==> config.mk <==
export PLATFORM = sky130hd
export DESIGN_NAME = fetch_unit
export DESIGN_NICKNAME = d
export VERILOG_FILES = /design/src/rtl/tinyrv_pkg.sv /design/src/rtl/sync_fifo2.sv /design/src/rtl/fetch_unit.sv
export SDC_FILE = /design/constraint.sdc
export NUM_CORES = 1
export LEC_CHECK = 0
export BUFFER_PORTS_ARGS = -buffer_cell sky130_fd_sc_hd__buf_2
export CAP_MARGIN = 20
export CORE_UTILIZATION = 50
export CTS_BUF_LIST = sky130_fd_sc_hd__clkbuf_8 sky130_fd_sc_hd__clkbuf_16
export CTS_CLUSTER_SIZE = 40
export DETAILED_ROUTE_END_ITERATION = 10
export GPL_ROUTABILITY_DRIVEN = 0
export PLACE_DENSITY_LB_ADDON = 0.3
export SYNTH_ARGS = -nofsm -noshare
export SYNTH_HDL_FRONTEND = slang
export SYNTH_SLANG_ARGS = --single-unit
==> constraint.sdc <==
create_clock -name clk -period 11.3 [get_ports clk]
set_clock_uncertainty 0.2 [all_clocks]
set_input_delay 2.26 -clock clk [delete_from_list [all_inputs] [get_ports clk]]
set_output_delay 2.26 -clock clk [all_outputs]
set_load 0.05 [all_outputs]
==> src/rtl/tinyrv_pkg.sv <==
// -----------------------------------------------------------------------------
// tinyrv_pkg
// Shared constants and types for the TinyRISC-V front end.
//   RESET_PC       : first address fetched after reset
//   NOP_INST       : instruction presented to decode when nothing is held
//   fetch_entry_t  : {pc, inst} pair held in the fetch instruction buffer
//   align_word()   : clears the byte-offset bits of an address
// -----------------------------------------------------------------------------
package tinyrv_pkg;

    localparam logic [31:0] RESET_PC = 32'h0000_0000;
    localparam logic [31:0] NOP_INST = 32'h0000_0013;

    typedef struct packed {
        logic [31:0] pc;
        logic [31:0] inst;
    } fetch_entry_t;

    function automatic logic [31:0] align_word(input logic [31:0] addr);
        return addr & 32'hFFFF_FFFC;
    endfunction

endpackage

==> src/rtl/sync_fifo2.sv <==
// -----------------------------------------------------------------------------
// sync_fifo2
// Two-entry synchronous FIFO with a combinational head output.
//   clk, rst : clock and asynchronous active-high reset (control state only)
//   push     : write wdata at the tail (accepted when not full, or when full
//              and popping in the same cycle)
//   pop      : drop the head entry (ignored when empty)
//   clear    : empty the FIFO; wins over push and pop
//   wdata    : data to write
//   full     : two entries held
//   empty    : no entries held
//   count    : number of entries held (0..2)
//   head     : oldest entry; undefined when empty
// -----------------------------------------------------------------------------
module sync_fifo2 #(
    parameter int DATA_W = 32
) (
    input  logic              clk,
    input  logic              rst,
    input  logic              push,
    input  logic              pop,
    input  logic              clear,
    input  logic [DATA_W-1:0] wdata,
    output logic              full,
    output logic              empty,
    output logic [1:0]        count,
    output logic [DATA_W-1:0] head
);

    logic [DATA_W-1:0] mem [2];
    logic              wr_ptr;
    logic              rd_ptr;
    logic [1:0]        cnt;
    logic              do_push;
    logic              do_pop;

    assign full  = (cnt == 2'd2);
    assign empty = (cnt == 2'd0);
    assign count = cnt;
    assign head  = mem[rd_ptr];

    // When full, a simultaneous pop frees the head slot, which is exactly the
    // slot the write pointer addresses, so the push can proceed.
    assign do_pop  = pop && !empty;
    assign do_push = push && (!full || do_pop);

    always_ff @(posedge clk or posedge rst) begin
        if (rst) begin
            wr_ptr <= 1'b0;
            rd_ptr <= 1'b0;
            cnt    <= 2'd0;
        end else if (clear) begin
            wr_ptr <= 1'b0;
            rd_ptr <= 1'b0;
            cnt    <= 2'd0;
        end else begin
            if (do_push) wr_ptr <= ~wr_ptr;
            if (do_pop)  rd_ptr <= ~rd_ptr;
            case ({do_push, do_pop})
                2'b10:   cnt <= cnt + 2'd1;
                2'b01:   cnt <= cnt - 2'd1;
                default: cnt <= cnt;
            endcase
        end
    end

    // Storage carries data only and needs no reset.
    always_ff @(posedge clk) begin
        if (do_push && !clear) mem[wr_ptr] <= wdata;
    end

    no_overflow: assert property (@(posedge clk) disable iff (rst)
        !(push && full && !pop && !clear));

    no_underflow: assert property (@(posedge clk) disable iff (rst)
        !(pop && empty && !clear));

endmodule

==> src/rtl/fetch_unit.sv <==
// -----------------------------------------------------------------------------
// fetch_unit
// Instruction fetch stage: owns the PC, issues in-order word fetches to imem,
// buffers returned instructions with their PCs and hands them to decode.
// Redirects from execute retarget the PC and discard stale in-flight data.
//   clk, rst          : clock, asynchronous active-high reset
//   imem_req_valid_o  : fetch request valid
//   imem_req_ready_i  : imem accepts the request
//   imem_addr_o       : fetch address (word aligned)
//   imem_rsp_valid_i  : in-order response valid
//   imem_rsp_data_i   : returned instruction word
//   jump_en_i         : redirect request
//   jump_addr_i       : redirect target (low two bits ignored)
//   id_valid_o        : instruction available to decode
//   id_ready_i        : decode accepts
//   id_inst_o         : instruction (NOP when nothing is held)
//   id_pc_o           : PC of id_inst_o (last delivered PC when empty)
// -----------------------------------------------------------------------------
module fetch_unit
    import tinyrv_pkg::*;
(
    input  logic        clk,
    input  logic        rst,
    output logic        imem_req_valid_o,
    input  logic        imem_req_ready_i,
    output logic [31:0] imem_addr_o,
    input  logic        imem_rsp_valid_i,
    input  logic [31:0] imem_rsp_data_i,
    input  logic        jump_en_i,
    input  logic [31:0] jump_addr_i,
    output logic        id_valid_o,
    input  logic        id_ready_i,
    output logic [31:0] id_inst_o,
    output logic [31:0] id_pc_o
);

    logic [31:0]  pc_q;
    logic [31:0]  last_pc_q;
    logic [1:0]   drop_cnt;

    logic         req_fire;
    logic         id_pop;
    logic [2:0]   occupancy;
    logic [1:0]   inflight_after;

    logic         inf_full;
    logic         inf_empty;
    logic [1:0]   inf_cnt;
    logic [31:0]  inf_head_pc;

    logic         buf_push;
    logic         buf_full;
    logic         buf_empty;
    logic [1:0]   buf_cnt;
    fetch_entry_t buf_wdata;
    fetch_entry_t buf_head;

    // Request side: credit counts everything in flight plus everything held,
    // minus the entry decode is taking this cycle. Two credits total keeps the
    // instruction buffer from ever overflowing, even when every in-flight
    // response lands while decode stalls.
    assign id_pop    = id_valid_o && id_ready_i;
    assign occupancy = {1'b0, inf_cnt} + {1'b0, buf_cnt} - {2'b00, id_pop};

    assign imem_req_valid_o = !rst && !inf_full && (occupancy < 3'd2);
    assign imem_addr_o      = pc_q;
    assign req_fire         = imem_req_valid_o && imem_req_ready_i;

    // Entries still in flight at the end of this cycle; on a redirect all of
    // them belong to the old stream and must be discarded when they return.
    assign inflight_after = inf_cnt + {1'b0, req_fire} - {1'b0, imem_rsp_valid_i};

    always_ff @(posedge clk or posedge rst) begin
        if (rst) begin
            pc_q <= RESET_PC;
        end else if (jump_en_i) begin
            pc_q <= align_word(jump_addr_i);
        end else if (req_fire) begin
            pc_q <= pc_q + 32'd4;
        end
    end

    sync_fifo2 #(
        .DATA_W (32)
    ) u_inflight (
        .clk   (clk),
        .rst   (rst),
        .push  (req_fire),
        .pop   (imem_rsp_valid_i),
        .clear (1'b0),
        .wdata (pc_q),
        .full  (inf_full),
        .empty (inf_empty),
        .count (inf_cnt),
        .head  (inf_head_pc)
    );

    // Response side: a response consumed in a redirect cycle is stale too,
    // so it never enters the buffer.
    always_ff @(posedge clk or posedge rst) begin
        if (rst) begin
            drop_cnt <= 2'd0;
        end else if (jump_en_i) begin
            drop_cnt <= inflight_after;
        end else if (imem_rsp_valid_i && (drop_cnt != 2'd0)) begin
            drop_cnt <= drop_cnt - 2'd1;
        end
    end

    assign buf_push       = imem_rsp_valid_i && (drop_cnt == 2'd0) && !jump_en_i;
    assign buf_wdata.pc   = inf_head_pc;
    assign buf_wdata.inst = imem_rsp_data_i;

    sync_fifo2 #(
        .DATA_W ($bits(fetch_entry_t))
    ) u_ibuf (
        .clk   (clk),
        .rst   (rst),
        .push  (buf_push),
        .pop   (id_pop),
        .clear (jump_en_i),
        .wdata (buf_wdata),
        .full  (buf_full),
        .empty (buf_empty),
        .count (buf_cnt),
        .head  (buf_head)
    );

    // Decode side: the handshake in a redirect cycle still completes; only
    // the entries behind it are flushed by the buffer clear.
    always_ff @(posedge clk or posedge rst) begin
        if (rst) begin
            last_pc_q <= RESET_PC;
        end else if (id_pop) begin
            last_pc_q <= buf_head.pc;
        end
    end

    assign id_valid_o = !buf_empty;
    assign id_inst_o  = id_valid_o ? buf_head.inst : NOP_INST;
    assign id_pc_o    = id_valid_o ? buf_head.pc   : last_pc_q;

    ibuf_no_overflow: assert property (@(posedge clk) disable iff (rst)
        !(buf_push && buf_full && !id_pop));

    rsp_has_request: assert property (@(posedge clk) disable iff (rst)
        !(imem_rsp_valid_i && inf_empty));

endmodule

==> out/qor.yml, run 1 <==
crit_path_end_kind: "output pin"
status: "complete, no violations"
ir_drop_mv: 0.139
final_layout_size_suffix_gt1_share_pct: 27.4
yosys_warnings: 0
synth_seq_area_share_pct: 70.2
grt_remaining_overflow: 0
setup-violations-final: 0
die_y_um: 146
cts_buffers: 26
ant_nets: 0
nets: 993
dr.pass1.iters: 5
cts_sinks: 254
die_w_um: 146
dp_cells: 1155
vias: 6307
critPathMaxFanout: 62
min_path_type: "reg2reg"
critPathBufInv: 4
antenna_cells: 0
clkTransAtPathRegs_ns: 0.06
cts-root-buf: "clkbuf_16"
max_stage_delay_ns: 0.50
path_delay_family: "buffers and inverters"
postCtsSetupRepairBufs: 0
route.detailed.drc: 0
critPathKind: "in2out"
grt_pass1_vias: 6320
layout_commonest_cell: "edfxtp_1"
clkLatencyLatePin_ns: 0.51
stdcell_count: 1205
cts_tree: "done"
ioPinCount: 168
syn_inst: 751
die-area_mm2: 0.0213
arrival_ns: 4.86
dpl.hpwl_um: 12300
wl_um: 19900
syn_area_mm2: 0.0104
cp-start-kind: "input port"
area_growth_pct: 19.8
drtIter0Drc: 346
cts_resized: 0
wl_per_cell_um: 16.5
slew_viol_final: 0
hold_buffers: 0
p_per_area_mw_per_mm2: 246
clockBufferDepth: 3
tightest_slew_ns: 0.953
synthDistinctLibCells: 44
fmax_mhz: 137
min_period_ns: 7.32
required_ns: 8.84
p_leak_nw: 4.78
port_buffers: 161
fin_setup_tns_ns: 0
slew_headroom_pct: 36.5
worstPathCellList: "buf_2 -> nand2_1 -> buf_4 -> inv_1 -> ha_1 -> nand2b_1 -> fa_1 -> nand2b_1 -> nor3_1 -> buf_2"
num_rows: 52
final_hold_viol_count: 0
viasPerCell: 5.23
period_share_pct: 64.8
yosys.area.top_type: "edfxtp_1"
htreeDepth: 1
core_mm2: 0.0203
rsz0062_at_grt: "false"
synth_area_leaders: "edfxtp_1 53%, dfrtp_1 17%, mux2i_1 6.1%"
ys_async_sr_fraction_pct: 27.6
avgSynthCellArea_um2: 13.8
grt_pass1_wl_um: 33000
synth_top_cell_area_share_pct: 53.3
antenna_found_initial: 0
grt_max_degree: 71
start_util_pct: 51.0
synth-main-ff-cell: "edfxtp_1"
grtUsageTotal_pct: 19.4
cp_slowest_cell: "fa_1"
ys_seq_elements: 254
final_cell_mix: "184 x edfxtp_1, 161 x buf_2, 72 x nand2_1"
max_cap_viol_count: 0
synth_edf_count: 184
[sequential cells by signal, summed over array words and instances (netlist names)]
name,cells
u_ibuf.mem,124
last_pc_q,30
u_inflight.rd_ptr,1
drop_cnt,2
u_inflight.count,2
u_ibuf.wr_ptr,1
imem_addr_o,30
u_inflight.mem,60
u_ibuf.count,2
u_ibuf.rd_ptr,1
u_inflight.wr_ptr,1
[power by group]
group	switching, mW	total (mW)	internal (mW)
clock network	0.338	0.895	0.557
registers	0.0742	1.24	1.17
logic	0.663	0.916	0.253
total	1.08	3.05	1.98
[cell type report]
cell class | instances | area, um^2
Fill cell | 1565 | 7890
Sequential cell | 254 | 7280
Multi-Input combinational cell | 447 | 2890
Timing Repair Buffer | 173 | 928
Clock buffer | 32 | 744
Tap cell | 270 | 338
Clock inverter | 16 | 180
Inverter | 13 | 48.8
[cells by family after synthesis]
logic type	Yosys count	synth area share, %
muxes	93	9.35
xor gates and xnor gates	34	2.87
DFF	254	70.2
AOI/OAI and AO/OA	104	5.24
and+or+nand+nor	204	9.11
other	1	0.0362
buffers and inverters	53	2.11
adders and majority gates	8	1.04
[synth_stat cells (all sizes together), types with 2 or more instances]
| cell | n |
|---|---|
| nor3 | 6 |
| nor2b | 2 |
| o21ai | 61 |
| nor2 | 70 |
| a21oi | 33 |
| xor2 | 25 |
| and4 | 3 |
| clkbuf | 17 |
| or3 | 4 |
| mux2i | 63 |
| nand3 | 15 |
| edfxtp | 184 |
| dfrtp | 70 |
| a31oi | 4 |
| ha | 7 |
| nor4 | 2 |
| and3 | 6 |
| nand4 | 15 |
| buf | 23 |
| mux2 | 30 |
| nand2b | 5 |
| nand2 | 72 |
| xnor2 | 9 |
| inv | 12 |
[per-stage QoR]
step / hold slack [ns] / total power [mW] / worst slack, ns / utilization, % / instance area [um^2]
floorplan: 0.251 / 1.95 / 1.34 / - / 10400
global placement: 0.262 / 2.15 / 3.97 / 56.4 / 11400
detailed placement: 0.271 / 2.17 / 3.98 / 56.4 / 11400
CTS: 0.284 / 3.08 / 3.93 / 60.9 / 12400
global route: 0.311 / 3.20 / 3.80 / 61.2 / 12400
finish: 0.277 / 3.05 / 3.98 / 61.2 / 12400
[routing by layer]
metal  share of wire [%]  vias up  track usage, %
met5                   0        -               0
met4                 1.5        0            5.32
met3                 6.5       31            3.64
met2                  47      190            30.9
met1                  45     3037            27.5
li1                    -     3049               -
[worst reg2reg max path: stages (launching register included)]
cell and delay (ns):
dfrtp_1 0.43, nor2_2 0.10, buf_4 0.34, inv_2 0.21, nand2_1 0.11, buf_4 0.47, inv_1 0.11, ha_1 0.30
nand2b_1 0.15, fa_1 0.50, nand2b_1 0.12, nor3_1 0.41, nand2_1 0.29, nor2_2 0.14, buf_4 0.39
[final timing paths]
kind | start | endpoint | slack, ns | cells after the start
hold reg to reg | last_pc_q[13]$_DFFE_PP0P_ | last_pc_q[13]$_DFFE_PP0P_ | 0.28 | 2
hold / removal | last_pc_q[13]$_DFFE_PP0P_ | last_pc_q[13]$_DFFE_PP0P_ | 0.28 | 2
setup / recovery | id_ready_i | imem_req_valid_o | 3.98 | 10
setup reg to reg | u_ibuf.count[0]$_DFFE_PP0P_ | u_inflight.mem[0][17]$_DFFE_PP_ | 6.69 | 14
min in group asynchronous | rst | imem_addr_o[6]$_DFFE_PP0P_ | 1.86 | 3
max in group asynchronous | rst | u_ibuf.rd_ptr$_DFFE_PP0P_ | 8.33 | 3
Power figures use the tool's default switching activity.
==> run 2: changes to the inputs <==
==> constraint.sdc (replaced) <==
create_clock -name clk -period 7.01 [get_ports clk]
set_clock_uncertainty 0.2 [all_clocks]
set_input_delay 1.402 -clock clk [delete_from_list [all_inputs] [get_ports clk]]
set_output_delay 1.402 -clock clk [all_outputs]
set_load 0.05 [all_outputs]
==> run 2 against run 1 <==
Effect of this change: largest power group unchanged; critical path type unchanged; cell count about the same; count of clock-buffer cells in the layout fell by 5; clock power rose by 56%.
==> out/qor.yml, run 2 (synthesized netlist as in run 1, its figures left out) <==
status: "complete, no violations"
ff2ff_path_depth: 13
rsz0062_at_grt: "false"
vias: 6207
final_hold_viol_count: 0
antenna_cells: 0
clockBufferDepth: 3
antenna_found_initial: 0
viasPerCell: 5.16
cts_buffers: 26
dpl.hpwl_um: 12300
final_cell_mix: "184 x edfxtp_1, 161 x buf_2, 72 x nand2_1"
grt_max_degree: 65
area_growth_pct: 19.2
slew_viol_final: 0
num_rows: 52
die_y_um: 146
period_share_pct: 73.2
route.detailed.drc: 0
ant_nets: 0
largest_register: "u_ibuf.mem"
cts-root-buf: "clkbuf_16"
wl_um: 19500
postCtsSetupRepairBufs: 0
die_w_um: 146
ir_drop_mv: 0.230
wl_per_cell_um: 16.2
crit_path_end_kind: "output pin"
ioPinCount: 168
reg_top3: "u_ibuf.mem x124, u_inflight.mem x60"
arrival_ns: 3.53
tightest_slew_ns: 1.12
fin_setup_tns_ns: 0
cts_tree: "done"
port_buffers: 161
min_path_cells: 2
critPathMaxFanout: 6
r2r_setup_slack_ns: 3.06
grt_remaining_overflow: 0
cp-start-kind: "input port"
cts_resized: 0
dr.pass1.iters: 4
core_mm2: 0.0203
grtUsageTotal_pct: 18.7
max_cap_viol_count: 0
die-area_mm2: 0.0213
fmax_mhz: 195
clkTransAtPathRegs_ns: 0.06
min_period_ns: 5.13
min_path_type: "reg2reg"
layout_commonest_cell: "edfxtp_1"
hold_end: "last_pc_q[20]$_DFFE_PP0P_"
r2r-start: "u_ibuf.count[0]$_DFFE_PP0P_"
p_per_area_mw_per_mm2: 394
setup-violations-final: 0
largest_reg_flops: 124
final_util_pct: 60.8
nets: 992
hold_buffers: 0
min-delay-start: "last_pc_q[20]$_DFFE_PP0P_"
clkLatencyLatePin_ns: 0.52
cts_sinks: 254
htreeDepth: 1
grt_pass1_wl_um: 31700
p_leak_nw: 4.74
slew_headroom_pct: 25.1
required_ns: 5.41
grt_pass1_vias: 6033
final_layout_size_suffix_gt1_share_pct: 27.1
reg2reg_to: "u_inflight.mem[0][19]$_DFFE_PP_"
critPathKind: "in2out"
drtIter0Drc: 334
start_util_pct: 51.0
## run 2: metrics by stage
| step | setup WS [ns] | power (mW) | hold slack, ns | std cells | instance area, um^2 |
|---|---|---|---|---|---|
| 6_report | 1.88 | 4.86 | 0.279 | 1204 | 12300 |
| 4_1_cts | 1.90 | 4.90 | 0.285 | 1204 | 12300 |
| 5_1_grt | 1.77 | 5.09 | 0.309 | 1204 | 12300 |
| 3_5_place_dp | 1.91 | 3.51 | 0.271 | 1156 | 11500 |
| 2_1_floorplan | 0.432 | 3.14 | 0.251 | 754 | 10400 |
| 3_3_place_gp | 1.96 | 3.47 | 0.262 | 1156 | 11500 |
## run 2: metal layers
| metal | vias up | share of wire (%) | GRT usage (%) |
|---|---|---|---|
| li1 | 3041 | - | - |
| met1 | 2959 | 46 | 26.4 |
| met2 | 181 | 47 | 30.2 |
| met3 | 26 | 6.3 | 3.51 |
| met4 | 0 | 1.6 | 4.68 |
| met5 | - | 0 | 0 |
## run 2: how the worst max path moves through the flow
stage	start	end	depth (start not counted)
2_1_floorplan	id_ready_i	u_inflight.mem[0][10]$_DFFE_PP_	10
3_3_place_gp	id_ready_i	imem_req_valid_o	9
3_5_place_dp	id_ready_i	imem_req_valid_o	9
4_1_cts	id_ready_i	imem_req_valid_o	9
5_1_grt	id_ready_i	imem_req_valid_o	9
6_report	id_ready_i	imem_req_valid_o	9
## run 2: area by class of cell
cell class	count	area (um^2)
Clock buffer	27	676
Fill cell	1625	7950
Sequential cell	254	7280
Timing Repair Buffer	172	888
Inverter	13	48.8
Clock inverter	21	208
Tap cell	270	338
Multi-Input combinational cell	447	2910
## run 2: power breakdown
| group | internal [mW] | switching, mW | total [mW] |
|---|---|---|---|
| sequential | 1.88 | 0.153 | 2.03 |
| combinational | 0.404 | 1.03 | 1.43 |
| clock | 0.846 | 0.551 | 1.40 |
| total | 3.13 | 1.73 | 4.86 |
## run 2: worst max-delay path, cell delays in order
cell	delay [ns]
buf_2	0.13
nand2_1	0.08
inv_1	0.04
ha_1	0.29
nand2b_1	0.16
fa_1	0.51
nand2b_1	0.11
nor3_1	0.44
buf_2	0.35
